--- src/rtl/instr_prefetch_ctrl.sv ---
// Instruction-fetch sequencer: walks the fetch PC through a combinational ROM and
// buffers {pc, word} pairs in a small FIFO drained by decode over valid/ready.
module instr_prefetch_ctrl #(
  parameter int                ADDR_W    = 32,
  parameter int                INSTR_W   = 32,
  parameter int                DEPTH     = 4,
  parameter logic [ADDR_W-1:0] RESET_PC  = 32'hBFC00000,
  parameter int                ROM_BYTES = 4096
) (
  input  logic               clk,
  input  logic               rst,
  input  logic               en_i,
  output logic [ADDR_W-1:0]  rom_a_o,
  input  logic [INSTR_W-1:0] rom_rd_i,
  output logic [INSTR_W-1:0] instr_o,
  output logic [ADDR_W-1:0]  instr_pc_o,
  output logic               instr_valid_o,
  input  logic               instr_ready_i,
  input  logic               redirect_i,
  input  logic [ADDR_W-1:0]  redirect_pc_i,
  output logic               misalign_o,
  output logic               oob_o
);
  localparam int PTR_W = $clog2(DEPTH);
  localparam int CNT_W = PTR_W + 1;
  localparam logic [ADDR_W-1:0] ROM_LAST = RESET_PC + ADDR_W'(ROM_BYTES - 4);

  typedef enum logic [1:0] {S_IDLE, S_RUN, S_OOB} state_t;

  state_t             r_state, w_state_nxt;
  logic [ADDR_W-1:0]  r_fetch_pc;
  logic [ADDR_W-1:0]  r_pc_mem   [DEPTH];
  logic [INSTR_W-1:0] r_data_mem [DEPTH];
  logic [PTR_W-1:0]   r_wr_ptr, r_rd_ptr;
  logic [CNT_W-1:0]   r_count;
  logic               r_misalign;

  logic w_valid, w_pop, w_push, w_redirect, w_oob;

  assign w_valid    = (r_count != '0);
  assign w_pop      = w_valid && instr_ready_i;
  assign w_redirect = redirect_i && (r_state != S_IDLE);
  assign w_oob      = (r_fetch_pc < RESET_PC) || (r_fetch_pc > ROM_LAST);
  // A full FIFO still accepts a word when the head leaves in the same cycle.
  assign w_push     = (r_state == S_RUN) && !w_redirect && !w_oob &&
                      ((r_count < CNT_W'(DEPTH)) || w_pop);

  always_ff @(posedge clk) begin
    if (rst) r_state <= S_IDLE;
    else     r_state <= w_state_nxt;
  end

  always_comb begin
    w_state_nxt = r_state;
    case (r_state)
      S_IDLE:  if (en_i) w_state_nxt = S_RUN;
      S_RUN:   if (w_redirect) w_state_nxt = S_RUN;
               else if (w_oob) w_state_nxt = S_OOB;
      S_OOB:   if (w_redirect) w_state_nxt = S_RUN;
      default: w_state_nxt = S_IDLE;
    endcase
  end

  always_ff @(posedge clk) begin
    if (rst) begin
      r_fetch_pc <= RESET_PC;
      r_wr_ptr   <= '0;
      r_rd_ptr   <= '0;
      r_count    <= '0;
      r_misalign <= 1'b0;
    end else begin
      r_misalign <= w_redirect && (redirect_pc_i[1:0] != 2'b00);
      if (w_redirect) begin
        // Flush wins over any same-cycle pop; low address bits are dropped.
        r_fetch_pc <= {redirect_pc_i[ADDR_W-1:2], 2'b00};
        r_wr_ptr   <= '0;
        r_rd_ptr   <= '0;
        r_count    <= '0;
      end else begin
        if (w_push) begin
          r_wr_ptr   <= r_wr_ptr + PTR_W'(1);
          r_fetch_pc <= r_fetch_pc + ADDR_W'(4);
        end
        if (w_pop) r_rd_ptr <= r_rd_ptr + PTR_W'(1);
        case ({w_push, w_pop})
          2'b10:   r_count <= r_count + CNT_W'(1);
          2'b01:   r_count <= r_count - CNT_W'(1);
          default: r_count <= r_count;
        endcase
      end
    end
  end

  always_ff @(posedge clk) begin
    if (!rst && w_push) begin
      r_pc_mem[r_wr_ptr]   <= r_fetch_pc;
      r_data_mem[r_wr_ptr] <= rom_rd_i;
    end
  end

  assign rom_a_o       = r_fetch_pc;
  assign instr_valid_o = w_valid;
  assign instr_o       = w_valid ? r_data_mem[r_rd_ptr] : '0;
  assign instr_pc_o    = w_valid ? r_pc_mem[r_rd_ptr]   : '0;
  assign misalign_o    = r_misalign;
  assign oob_o         = (r_state == S_OOB);
endmodule

--- config.mk ---
export PLATFORM = sky130hd
export DESIGN_NAME = instr_prefetch_ctrl
export DESIGN_NICKNAME = d
export VERILOG_FILES = /design/src/rtl/instr_prefetch_ctrl.sv
export SDC_FILE = /design/constraint.sdc
export NUM_CORES = 1
export LEC_CHECK = 0
export ABC_AREA = 1
export CORE_MARGIN = 5
export CORE_UTILIZATION = 40
export DETAILED_ROUTE_END_ITERATION = 16
export PLACE_DENSITY = 0.73
export SKIP_CTS_REPAIR_TIMING = 1
export SLEW_MARGIN = 10
export SYNTH_ARGS = -nofsm -noshare
export SYNTH_HDL_FRONTEND = slang
export SYNTH_SLANG_ARGS = --single-unit
--- constraint.sdc ---
create_clock -name clk -period 4.31 [get_ports clk]
set_input_delay 0.431 -clock clk [delete_from_list [all_inputs] [get_ports clk]]
set_output_delay 0.431 -clock clk [all_outputs]
set_load 0.005 [all_outputs]
==> metrics.yaml <==
status: "finished clean"
dieWidth_um: 182
drt_iter0_drc: 668
async_flop_share_pct: 0
synthFlopType: "edfxtp_1"
finalClockSkew_ns: 0.0124
num_vias: 8327
die_area_um2: 33000
path_class: "flop to output port"
clk_pin_slew_ns: 0.06
core_um2: 28900
yosys-top-cells-count: "nor2_1, edfxtp_1, o21ai_0"
grt_overflow: 0
pin_count: 168
fmax_ghz: 0.302
crit_chain: "buf_4, nor2_1, nor2_1, o21ai_0, a21oi_1, clkdlybuf4s50_1"
die_h_um: 182
syn_avg_cell_area_um2: 10.9
antenna_cells: 0
nets: 1305
synth-seq-cells: 290
syn-cell-area_um2: 11800
p_leak_nw: 5.23
drc_errors: 0
grt_max_degree: 63
path_depth: 6
critPathSlowestCell: "buf_4"
regArea_um2: 8290
start_util_pct: 40.8
netlist.area_leader.share_pct: 63.1
setup_tns_ns: 0
place_hpwl_mm: 16.7
synth_edf_count: 248
path_buf_inv: 2
worstPathArrival_ns: 2.88
p_per_area_nw_per_um2: 432
min_period_ns: 3.31
routed_wl_mm: 28.0
cp-end-kind: "output port"
slowest_delay_ns: 0.59
drv_cap: 0
whs_endpoint: "rom_a_o[15]"
worst_r2r_endpoint: "r_data_mem[0][0]"
synth_top_area_cell: "edfxtp_1"
ys_seq_area_share_pct: 70.3
relSlewSlack_pct: 31.3
avgRoutedWirePerCell_um: 17.1
vdd_drop_max_v: 0.000236
synth_area_leaders: "edfxtp_1, nor2_1, dfxtp_1"
cp_common_cell: "nor2_1"
worstPathRequired_ns: 3.88
area_growth_pct: 26.4
viasPerCell: 5.09
grt_pass1_wl_mm: 44.5
worstSkewPairLatency_ns: 0.54
cts_buffers: 30
reg2reg_from: "rom_a_o[22]"
layout-drive-gt1-share_pct: 6.86
place_congestion: 0.772
yosysWarnings: 0
cts_tree: "done"
path_max_fanout: 58
cp_top_family: "buffers and inverters"
dr.pass1.iters: 5
rsz0062_at_grt: "false"
ant_nets: 0
hold_depth: 3
h-tree-depth: 1
clock_path_buffers: 3
timing.final.crit_share_pct: 76.9
yosysMostFrequentCell: "nor2_1"
multi_input_comb_area_um2: 3090
grt_antenna_before_repair: 0
setup_violations: 0
hp-class: "input port to flop"
cts.sinks: 290
tightest_slew_ns: 1.03
synthCells: 1083
rr_worst_depth: 9
rrSetupSlack_ns: 1.62
synth_cell_types: 27
first_global_vias: 8259
hold_viol: 0
placementRows: 62
grt_usage_pct: 16.5
portBuffers: 163
cts_root_buffer: "clkbuf_16"
fill_cells: 2529
p_total_mw: 6.45
hold_path.startpoint: "redirect_pc_i[15]"
startpoint_type: "flop"
drv_slew: 0
cell type report:
| class | count | area share (%) |
|---|---|---|
| clock inverters | 21 | 1.99 |
| clock buffers | 35 | 5.37 |
| flip-flops and latches | 290 | 55.6 |
| well taps | 384 | 3.22 |
| multi-input cells | 688 | 20.7 |
| repair buffers | 176 | 12.0 |
| inverters | 43 | 1.09 |
registers in the layout, summed over array words and instances, names as in the netlist, named ones only:
| name | flops |
|---|---|
| r_state | 2 |
| r_count | 3 |
| r_rd_ptr | 2 |
| r_pc_mem | 120 |
| r_wr_ptr | 2 |
| misalign_o | 1 |
| r_data_mem | 128 |
| rom_a_o | 30 |
logic make-up (layout without fill, tap and decap cells):
group | Yosys count | after routing | synth area share [%]
buf+inv | 108 | 275 | 3.92
flops | 290 | 290 | 70.3
fa+ha+maj | 7 | 7 | 0.806
simple gates | 448 | 448 | 15.2
xor+xnor | 1 | 1 | 0.0743
compound gates | 228 | 228 | 9.67
other cells | 1 | 4 | 0.0318
per-layer routing:
layer  routed length, um  GRT usage (%)  part of all wire (%)  vias up
met1               12300           22.7                    44     4010
li1                    -              -                     -     4019
met5                   0              0                     0        -
met4                 349           3.21                   1.2        0
met3                2030           3.60                   7.2       34
met2               13300           27.2                    48      264
worst max path at each step:
stage	from	slack, ns	endpoint
floorplan	redirect_i	0.02	r_data_mem[0][0]
global placement	redirect_i	1.26	r_count[2]
detailed placement	redirect_i	1.27	r_data_mem[0][4]
CTS	flop	0.99	instr_o[16]
global route	flop	0.80	instr_o[0]
finish	flop	1.0	instr_o[0]
power breakdown:
group	leakage (nW)	total (mW)	switching (mW)	internal [mW]
Clock	0.521	2.80	1.05	1.75
Sequential	2.57	3.19	0.0859	3.11
Combinational	2.13	0.456	0.231	0.225
per-stage QoR:
stage          instance area (um^2)  utilization (%)  hold slack [ns]  worst slack [ns]  instances
6_report                      14900             51.5            0.459             0.997       1637
4_1_cts                       14900             51.5            0.432             0.993       1637
2_1_floorplan                 11800                -            0.436            0.0208       1086
3_5_place_dp                  13800             47.8            0.461              1.27       1581
3_3_place_gp                  13800             47.8            0.452              1.26       1581
5_1_grt                       14900             51.5            0.455             0.800       1637
worst reg2reg max path, delay by kind of cell, from the launching register on:
family / cells / cell delay (ns)
and+or+nand+nor: 7 / 1.43
DFF: 1 / 0.48
buffers and inverters: 2 / 0.44
layout by cell type, fill, tap and decap left out:
master           Yosys  routed
o21ai_1              1       1
inv_1               38      38
clkinvlp_4           0       5
dfxtp_1             42      40
clkinv_1             1       4
clkinv_4             0       2
clkbuf_16            0      31
nand2_2              1       2
nor2_2               2       2
nor3_4               1       1
nor3_1               1       1
dfxtp_2              0       1
bufinv_16            0       7
inv_2                4       3
xor2_1               1       1
o21ai_0            136     136
or2_2                7       7
dfxtp_4              0       1
ha_1                 6       6
nand3_2              1       1
clkbuf_1            34       3
and2_1               1       1
clkbuf_8             0       1
clkinv_2             0       5
fa_1                 1       1
nand2_1             91      90
buf_4                4       8
nand3_1             54      54
nor2_1             289     285
buf_12               0       5
a21oi_1             91      91
nor2_4               0       4
edfxtp_1           248     248
clkdlybuf4s50_1      0     163
conb_1               1       4
Power figures use the tool's default switching activity.
